==> src/rtl/usr_pkg.sv <==
// Shared defaults and state type for the serial deserializer slice.
package usr_pkg;

    localparam int unsigned USR_WIDTH = 4;
    localparam int unsigned USR_DEPTH = 4;

    typedef enum logic {
        IDLE = 1'b0,
        RECV = 1'b1
    } state_t;

endpackage

==> src/rtl/usr_sync_fifo.sv <==
// Single-clock first-word fall-through FIFO. Pointers wrap modulo DEPTH.
module usr_sync_fifo
    import usr_pkg::*;
#(
    parameter int unsigned WIDTH = USR_WIDTH,
    parameter int unsigned DEPTH = USR_DEPTH
) (
    input  logic                   clk,
    input  logic                   rst,
    input  logic                   push,
    input  logic                   pop,
    input  logic [WIDTH-1:0]       wr_data,
    output logic [WIDTH-1:0]       rd_data,
    output logic [$clog2(DEPTH):0] level,
    output logic                   full,
    output logic                   empty
);

    localparam int unsigned AW = (DEPTH > 1) ? $clog2(DEPTH) : 1;
    localparam int unsigned LW = $clog2(DEPTH) + 1;

    logic [WIDTH-1:0] mem [DEPTH];
    logic [AW-1:0]    wr_ptr;
    logic [AW-1:0]    rd_ptr;
    logic             do_push;
    logic             do_pop;

    assign full    = (level == LW'(DEPTH));
    assign empty   = (level == '0);
    // A push into a full FIFO is only accepted when a pop frees a slot on the same edge.
    assign do_pop  = pop && !empty;
    assign do_push = push && (!full || do_pop);
    assign rd_data = empty ? '0 : mem[rd_ptr];

    // Storage write; contents need no reset since empty masks the read port.
    always_ff @(posedge clk) begin
        if (do_push) begin
            mem[wr_ptr] <= wr_data;
        end
    end

    // Pointer and occupancy bookkeeping.
    always_ff @(posedge clk) begin
        if (rst) begin
            wr_ptr <= '0;
            rd_ptr <= '0;
            level  <= '0;
        end else begin
            if (do_push) begin
                wr_ptr <= wr_ptr + 1'b1;
            end
            if (do_pop) begin
                rd_ptr <= rd_ptr + 1'b1;
            end
            case ({do_push, do_pop})
                2'b10:   level <= level + 1'b1;
                2'b01:   level <= level - 1'b1;
                default: level <= level;
            endcase
        end
    end

endmodule

==> src/rtl/usr_serial_deserializer.sv <==
// Assembles framed serial bits into WIDTH-bit words and queues them in a FIFO.
module usr_serial_deserializer
    import usr_pkg::*;
#(
    parameter int unsigned WIDTH = USR_WIDTH,
    parameter int unsigned DEPTH = USR_DEPTH
) (
    input  logic                   clk,
    input  logic                   rst,
    input  logic                   serial_in,
    input  logic                   bit_valid,
    input  logic                   sync,
    input  logic                   msb_first,
    output logic [WIDTH-1:0]       out_data,
    output logic                   out_valid,
    input  logic                   out_ready,
    output logic [$clog2(DEPTH):0] fifo_level,
    output logic                   overflow
);

    localparam int unsigned CW = $clog2(WIDTH + 1);

    state_t           state;
    state_t           state_n;
    logic [CW-1:0]    cnt;
    logic [CW-1:0]    cnt_n;
    logic [WIDTH-1:0] shreg;
    logic [WIDTH-1:0] shreg_n;
    logic [WIDTH-1:0] src;
    logic [WIDTH-1:0] shifted;
    logic [CW-1:0]    cnt_inc;
    logic             push;
    logic [WIDTH-1:0] word;
    logic             fifo_full;
    logic             fifo_empty;

    // Assembly state register.
    always_ff @(posedge clk) begin
        if (rst) begin
            state <= IDLE;
            cnt   <= '0;
            shreg <= '0;
        end else begin
            state <= state_n;
            cnt   <= cnt_n;
            shreg <= shreg_n;
        end
    end

    // Next-state: sync restarts from an empty register, so partial words vanish.
    always_comb begin
        state_n = state;
        cnt_n   = cnt;
        shreg_n = shreg;
        push    = 1'b0;
        word    = '0;
        src     = sync ? '0 : shreg;
        cnt_inc = sync ? CW'(1) : cnt + 1'b1;
        shifted = msb_first ? {src[WIDTH-2:0], serial_in}
                            : {serial_in, src[WIDTH-1:1]};
        if (bit_valid && (sync || state == RECV)) begin
            state_n = RECV;
            if (cnt_inc == CW'(WIDTH)) begin
                push    = 1'b1;
                word    = shifted;
                cnt_n   = '0;
                shreg_n = '0;
            end else begin
                cnt_n   = cnt_inc;
                shreg_n = shifted;
            end
        end
    end

    // Sticky drop flag: a completed word found no room and nothing was leaving.
    always_ff @(posedge clk) begin
        if (rst) begin
            overflow <= 1'b0;
        end else if (push && fifo_full && !out_ready) begin
            overflow <= 1'b1;
        end
    end

    usr_sync_fifo #(
        .WIDTH (WIDTH),
        .DEPTH (DEPTH)
    ) u_fifo (
        .clk     (clk),
        .rst     (rst),
        .push    (push),
        .pop     (out_ready),
        .wr_data (word),
        .rd_data (out_data),
        .level   (fifo_level),
        .full    (fifo_full),
        .empty   (fifo_empty)
    );

    assign out_valid = !fifo_empty;

endmodule

==> config.mk <==
export PLATFORM = sky130hd
export DESIGN_NAME = usr_serial_deserializer
export DESIGN_NICKNAME = d
export VERILOG_FILES = /design/src/rtl/usr_pkg.sv /design/src/rtl/usr_sync_fifo.sv /design/src/rtl/usr_serial_deserializer.sv
export SDC_FILE = /design/constraint.sdc
export NUM_CORES = 1
export LEC_CHECK = 0
export ABC_AREA = 1
export CAP_MARGIN = 20
export CORE_MARGIN = 2
export CORE_UTILIZATION = 32
export CTS_CLUSTER_SIZE = 12
export DETAILED_ROUTE_END_ITERATION = 7
export PLACE_DENSITY = 0.62
export SLEW_MARGIN = 25
export SYNTH_ARGS = -nofsm -noshare
export SYNTH_HDL_FRONTEND = slang
export SYNTH_SLANG_ARGS = --single-unit
==> constraint.sdc <==
create_clock -name clk -period 1.9 [get_ports clk]
set_input_delay 0.38 -clock clk [delete_from_list [all_inputs] [get_ports clk]]
set_output_delay 0.38 -clock clk [all_outputs]
set_load 0.01 [all_outputs]
==> flow_metrics.tcl <==
set metrics [dict create \
    status "finished clean" \
    drc 0 \
    pre_cts_ws_ns -0.221 \
    ys_warn_count 0 \
    crit_required_ns 2.07 \
    grt_max_degree 11 \
    std_cell_rows 25 \
    grt_pass1_wl_um 5130 \
    core-area_um2 4720 \
    post-route-period-util_pct 94.6 \
    diodes 0 \
    die_w_um 73.9 \
    grt_pass1_vias 1215 \
    fmax_mhz 556 \
    path_clk_slew_ns 0.07 \
    yosys.cell_types.count 22 \
    drive_above_1_share_pct 20.5 \
    worstSetupStartpointType "register" \
    finalClockSkew_ns 0.00661 \
    setup_violations 0 \
    placed_area_um2 1950 \
    slew_violations 0 \
    layout_common_cells "37 x nor2_1, 23 x nand2_1, 22 x inv_1" \
    cts_hold_buf 0 \
    yosysTopAreaCell "edfxtp_1" \
    syn_nets 195 \
    worstMarginPinSlew_ns 0.315 \
    cap_violations 0 \
    rsz0062_at_grt "false" \
    numPortBuffers 15 \
    grt_usage_pct 12.4 \
    critPathKind "reg2reg" \
    synth_area_leaders "edfxtp_1 31%, dfxtp_1 23%, nor2_1 8.9%, inv_1 5.5%, nand2_1 5.5%" \
    setup_ws_ns 0.103 \
    clk_latency_ns 0.28 \
    io_pins 16 \
    synth_area_um2 1570 \
    die-area_um2 5470 \
    via_per_inst 4.23 \
    initial_core_util_pct 33.1 \
    clock_sinks 34 \
    syn_inst 182 \
    syn_area_per_cell_um2 8.60 \
    slew_headroom_pct 78.8 \
    hold_viol 0 \
    dp_hpwl_um 2300 \
    syn_to_final_growth_pct 30.9 \
    cp_max_fo 4 \
    min_period_ns 1.80 \
    postCtsSetupBuffers 0 \
    fin_nets 236 \
    final_cell_area_um2 2050 \
    place_congestion 0.785 \
    cts_tree "yes" \
    clockBufferDepth 2 \
    min_path_type "reg2reg" \
    synth_top_cell_area_share_pct 30.7 \
    power_density_nw_per_um2 1010 \
    fill_cells 463 \
    synth-seq-cells 34 \
    gr-total-overflow 0 \
    die_h_um 73.9 \
    antenna_found_initial 0 \
    via_count 1230 \
    synth-seq-area-share_pct 53.7 \
    drt-total-wl_um 2960 \
    cts_buffers 5 \
    layout_commonest_cell "nor2_1" \
    power.leakage_nw 0.800 \
    first_iter_violations 103 \
    wire_per_inst_um 10.2 \
    arrival_ns 1.97 \
    clockRootBuffer "clkbuf_8" \
    cp-end-kind "register" \
    peakVddDrop_v 0.000456 \
    htree_levels 2 \
    first_pass_iters 4 \
    drtAntennaViolNets 0 \
]
-- worst max-delay path: stages, from the launching register on --
cell     delay, ns
dfxtp_4       0.37
ha_4          0.24
inv_2         0.07
nand3_4       0.08
nor2_4        0.13
nand2_4       0.06
nand2_4       0.05
inv_1         0.04
fa_2          0.33
inv_1         0.07
nand2_2       0.05
a21oi_1       0.13
nor2_1        0.06
-- final cells by class --
cell class	count	area, um2	share of cell area (%)
Tap cell	67	83.8	4.09
Clock buffer	6	72.6	3.54
Timing Repair Buffer	36	303	14.8
Multi-Input combinational cell	119	629	30.7
Clock inverter	2	8.76	0.428
Sequential cell	34	850	41.5
Inverter	27	101	4.95
-- final timing paths --
| check | start | to | slack [ns] | depth (start not counted) |
|---|---|---|---|---|
| max | cnt[0]$_SDFFE_PP0P_ | u_fifo.level[2]$_SDFFE_PP0P_ | 0.10 | 12 |
| min | u_fifo.rd_ptr[1]$_SDFFE_PP0P_ | register | 0.47 | 2 |
| max reg2reg | cnt[0]$_SDFFE_PP0P_ | u_fifo.level[2]$_SDFFE_PP0P_ | 0.10 | 12 |
| min reg2reg | u_fifo.rd_ptr[1]$_SDFFE_PP0P_ | register | 0.47 | 2 |
-- sequential cells by signal, indices dropped and copies added (netlist names), named ones only --
signal / flops
u_fifo.level: 3
u_fifo.wr_ptr: 2
u_fifo.mem: 16
shreg: 4
overflow: 1
cnt: 3
state: 1
u_fifo.rd_ptr: 2
-- Yosys cell counts --
cell,n
nor2_1,37
inv_1,23
nand2_1,23
dfxtp_1,18
a21oi_1,17
edfxtp_1,16
o21ai_0,16
ha_1,5
o21ai_1,5
inv_2,4
nand2_2,3
nor3_1,3
nand2_4,2
nand4_1,2
a31oi_1,1
buf_2,1
clkbuf_1,1
fa_1,1
nand3_1,1
nand3_4,1
nor2_4,1
o21a_1,1
-- power by group --
group	leakage [nW]	switching, W	internal, W
clock	0.0426	0.000242	0.000251
combinational	0.476	0.000364	0.000331
sequential	0.281	0.0000630	0.000825
-- through the flow --
stage,utilization (%),std cells,TNS [ns],hold WS [ns],power (W)
2_1_floorplan,-,182,0,0.436,0.00127
3_3_place_gp,41.3,283,-1.64,0.452,0.00163
6_report,43.4,291,0,0.466,0.00208
3_5_place_dp,41.3,283,-2.44,0.454,0.00164
4_1_cts,43.0,291,0,0.465,0.00210
5_1_grt,43.4,291,0,0.486,0.00222
-- timing repair --
action	in CTS	in global routing
resized for setup	9	3
gates cloned	0	0
pin swaps	0	1
setup endpoints to repair	5	1
-- cells by family after synthesis --
family | count (synthesis) | share of synthesized area [%]
simple gates | 73 | 20.9
compound gates | 40 | 13.0
flops | 34 | 53.7
buf+inv | 29 | 7.03
fa+ha+maj | 6 | 5.28
-- metal layers --
metal	vias to the layer above	global-route usage, %	share of wire (%)
met2	19	22.2	51
met5	-	0	0
met4	0	5.86	2.0
met3	5	2.85	2.7
li1	667	-	-
met1	539	13.8	44
Note: power is estimated with default switching activity, not from simulation.
==> RTL edit 1 (same flow settings) <==
Change the package constant `USR_WIDTH` from 4 to 8.
--- a/src/rtl/usr_pkg.sv
+++ b/src/rtl/usr_pkg.sv
@@ -3,3 +3,3 @@
 
-    localparam int unsigned USR_WIDTH = 4;
+    localparam int unsigned USR_WIDTH = 8;
     localparam int unsigned USR_DEPTH = 4;
Interface: changed (resized out_data); port bits go from 16 to 20. No check against the original RTL was run, so the function may have changed too.
==> RTL edit 1 against the unedited design <==
Total power up 58%; wire length is 77% higher; fmax decreased by 1.1%; combinational power increased by 80%; highest routed layer unchanged; cell area increased by 56%; sequential cell count up 21; critical path type is now reg2out; area after synthesis is 60% higher; worst setup slack got worse by 0.020 ns.
==> RTL edit 1: results (changes against the unedited design) <==
metric,value,unit,change
complex-gate fraction of the synthesized area,12.7,%,-0.31 points
status,completed,,
Flop pwr share,41.9,%,-0.9 points
"top cells by count, synth","60 x nor2_1, 32 x edfxtp_1, 32 x nand2_1",,
DR WL met2,2700,um,+78%
Largest regs,"u_fifo.mem: 32 flops, shreg: 8 flops, cnt: 4 flops",,
global-route wire length before repair,8830,um,+72%
post-synth cell types,31,,+41%
clk_lat worst skew,0.31,ns,+0.03 ns
Post-DP HPWL,3870,um,+68%
wire length on met3,166,um,+100%
PortBufs,19,,+4
hold path startpoint,shreg[6]$_SDFFE_PP0P_,,
Synth Area per Inst,9.12,um2,+6.1%
Adder-Cell Fraction of Synth Area,3.29,%,-2.0 points
drt initial violations,109,,+5.8%
Worst IR Drop VDD,0.000369,V,-19%
Placement Setup Slack,-0.383,ns,-0.162 ns
met2 usage,22.7,%,+0.53 points
P_clk,0.656,mW,+33%
CP arrival,1.44,ns,-0.53 ns
"Seq/Total Area, Yosys",56.7,%,+2.9 points
post-placement cell area,3070,um2,+57%
nets@finish,342,,+45%
post_cts resized,15,,+6
post-placement cell count,423,,+49%
Psw,1.13,mW,+69%
"Clk pin slew, worst setup/hold paths",0.10,ns,+0.03 ns
met1 WL,2320,um,+79%
M3 GR Usage,2.85,%,about the same
layout cells sized above 1,24.2,%,+3.7 points
Synthesized Nets,288,,+48%
Final Instance Count excl. Fillers,432,,+48%
Leak,1.30,nW,+62%
FF-to-FF setup slack,0.13,ns,+0.03 ns
"EDFF count, synth",32,,+16
Critical Path Fanout Max,10,,+6
Max-Slew Margin vs Limit,78.8,%,about the same
CP top delay family,flip-flops,,
GRT met1 Usage,15.8,%,+2.1 points
GRT Resource Usage Total,12.9,%,+0.56 points
routed len/inst,12.2,um,+19%
Layout Area Growth over Synthesis,27.4,%,
-- RTL edit 1: layout make-up --
cell class	instances	area, um2	area share [%]
multi-input combinational	184	993	31.1
tap	102	128	3.99
clock buffer	5	68.8	2.15
timing repair buffer	55	444	13.9
sequential	55	1430	44.9
clock inverter	3	22.5	0.705
inverter	28	105	3.29
-- RTL edit 1: how the worst max path moves through the flow --
stage / end / slack, ns / startpoint / cells after the start
after floorplan: u_fifo.mem[0][0]$_DFFE_PP_ / -0.05 / cnt[0]$_SDFFE_PP0P_ / 7
after global placement: u_fifo.level[2]$_SDFFE_PP0P_ / -0.35 / sync / 13
after detailed placement: u_fifo.level[2]$_SDFFE_PP0P_ / -0.38 / sync / 13
after CTS: out_valid / 0.004 / u_fifo.level[0]$_SDFFE_PP0P_ / 4
after global routing: u_fifo.level[2]$_SDFFE_PP0P_ / -0.02 / cnt[0]$_SDFFE_PP0P_ / 13
final: out_data[0] / 0.08 / register / 6
==> RTL edit 2 (config.mk and constraints unchanged) <==
Without the edit above. Put a register stage on the output `fifo_level`, cleared by the reset. The value now appears one clock later. The other outputs are not delayed to match.
--- a/src/rtl/usr_serial_deserializer.sv
+++ b/src/rtl/usr_serial_deserializer.sv
@@ -21,2 +21,4 @@
     localparam int unsigned CW = $clog2(WIDTH + 1);
+
+    logic [$clog2(DEPTH):0] fifo_level_d;
 
@@ -93,3 +95,3 @@
         .rd_data (out_data),
-        .level   (fifo_level),
+        .level   (fifo_level_d),
         .full    (fifo_full),
@@ -100,2 +102,10 @@
 
+    always_ff @(posedge clk) begin
+        if (rst) begin
+            fifo_level <= '0;
+        end else begin
+            fifo_level <= fifo_level_d;
+        end
+    end
+
 endmodule
Check against the original RTL: not equivalent (Yosys sat finds a counterexample within 10 cycles, from zero or initial values and one cycle with rst high).
==> RTL edit 2 against the unedited design <==
Utilization is 0.064 points lower; worst setup slack better by 0.0099 ns; wire length increased by 0.10%; total power up 13%; register-to-register slack gained 0.03 ns; die area rose by 5.6%; fmax is 0.56% higher; via count rose by 7.2%; sequential cell count grew 3; area after synthesis up 5.9%; clock power is 35% higher; cell area rose by 6.6%; sequential power is 9.1% higher; critical path type is now reg2out.
==> RTL edit 2: results (changes against the unedited design) <==
metric,value,unit,change
met1 WL,1360,um,+4.3%
Worst-Margin Slew,0.318,ns,+0.00246 ns
status,completed,,
Worst IR Drop VDD,0.000722,V,+58%
# fillers,492,,+6.3%
post-synth cell types,24,,+9.1%
Mapped Cells,190,,+4.4%
drt initial violations,60,,-42%
skew final,0.0101,ns,+0.00351 ns
"top cells by count, synth","40 x nor2_1, 23 x inv_1, 22 x nand2_1",,
Root Driver,clkbuf_8,,
routed len/inst,9.85,um,-3.2%
post-placement cell count,293,,+3.5%
wire length on met3,116,um,+43%
Placement Setup Slack,-0.212,ns,+0.00838 ns
layout cells sized above 1,23.8,%,+3.3 points
synth top area cells,"edfxtp_1 29%, dfxtp_1 25%, nor2_1 9.1%",,
Multi-input gate area,658,um2,+4.6%
M3 GR Usage,2.49,%,-0.36 points
CP arrival,1.41,ns,-0.56 ns
Leak,0.850,nW,+6.3%
Synthesized Nets,203,,+4.1%
pin count of the biggest net entering global routing,14,,+3
Final Instance Count excl. Fillers,301,,+3.4%
global-route wire length before repair,5000,um,-2.4%
nets@finish,243,,+3.0%
post-placement cell area,2040,um2,+4.7%
met2 usage,19.3,%,-2.9 points
via count of the first global-routing pass,1213,,-0.16%
Critical Path Fanout Max,3,,-1
Via density,4.38,,+3.7%
RTL edit 2: cell families (layout without fill, tap and decap cells):
| family | Yosys count | count (layout) | share of synthesized area, % |
|---|---|---|---|
| AO/OA/AOI/OAI | 40 | 40 | 12.3 |
| AND/OR/NAND/NOR | 76 | 76 | 21.3 |
| buffers and inverters | 31 | 72 | 7.09 |
| adder cells (fa/ha/maj) | 6 | 6 | 4.98 |
| flip-flops | 37 | 37 | 54.3 |
RTL edit 2: power groups by stage:
stage | clock network (mW) | logic (mW) | registers, mW
finish | 0.668 | 0.716 | 0.969
global route | 0.714 | 0.801 | 0.981
CTS | 0.692 | 0.702 | 0.967
detailed placement | 0 | 0.749 | 0.976
global placement | 0 | 0.739 | 0.974
floorplan | 0 | 0.406 | 0.962
RTL edit 2: path summary, 6_finish.rpt:
check,cells after the start,from,slack (ns),endpoint
setup / recovery,3,u_fifo.level[2]$_SDFFE_PP0P_,0.11,out_valid
hold / removal,2,shreg[2]$_SDFFE_PP0P_,0.47,shreg[2]$_SDFFE_PP0P_
setup reg to reg,12,cnt[0]$_SDFFE_PP0P_,0.13,u_fifo.level[2]$_SDFFE_PP0P_
hold reg to reg,2,shreg[2]$_SDFFE_PP0P_,0.47,shreg[2]$_SDFFE_PP0P_
RTL edit 2: area by class of cell:
cell class	instances	area share [%]
tap	70	4.01
inverter	28	4.93
sequential	37	41.7
timing repair buffer	36	14.0
multi-input combinational	122	30.1
clock inverter	3	2.12
clock buffer	5	3.15
RTL edit 2: critical path: stages, from the launching register on:
cell and delay, ns:
dfxtp_1 0.38, inv_1 0.09, nand2_2 0.11, clkdlybuf4s50_1 0.54
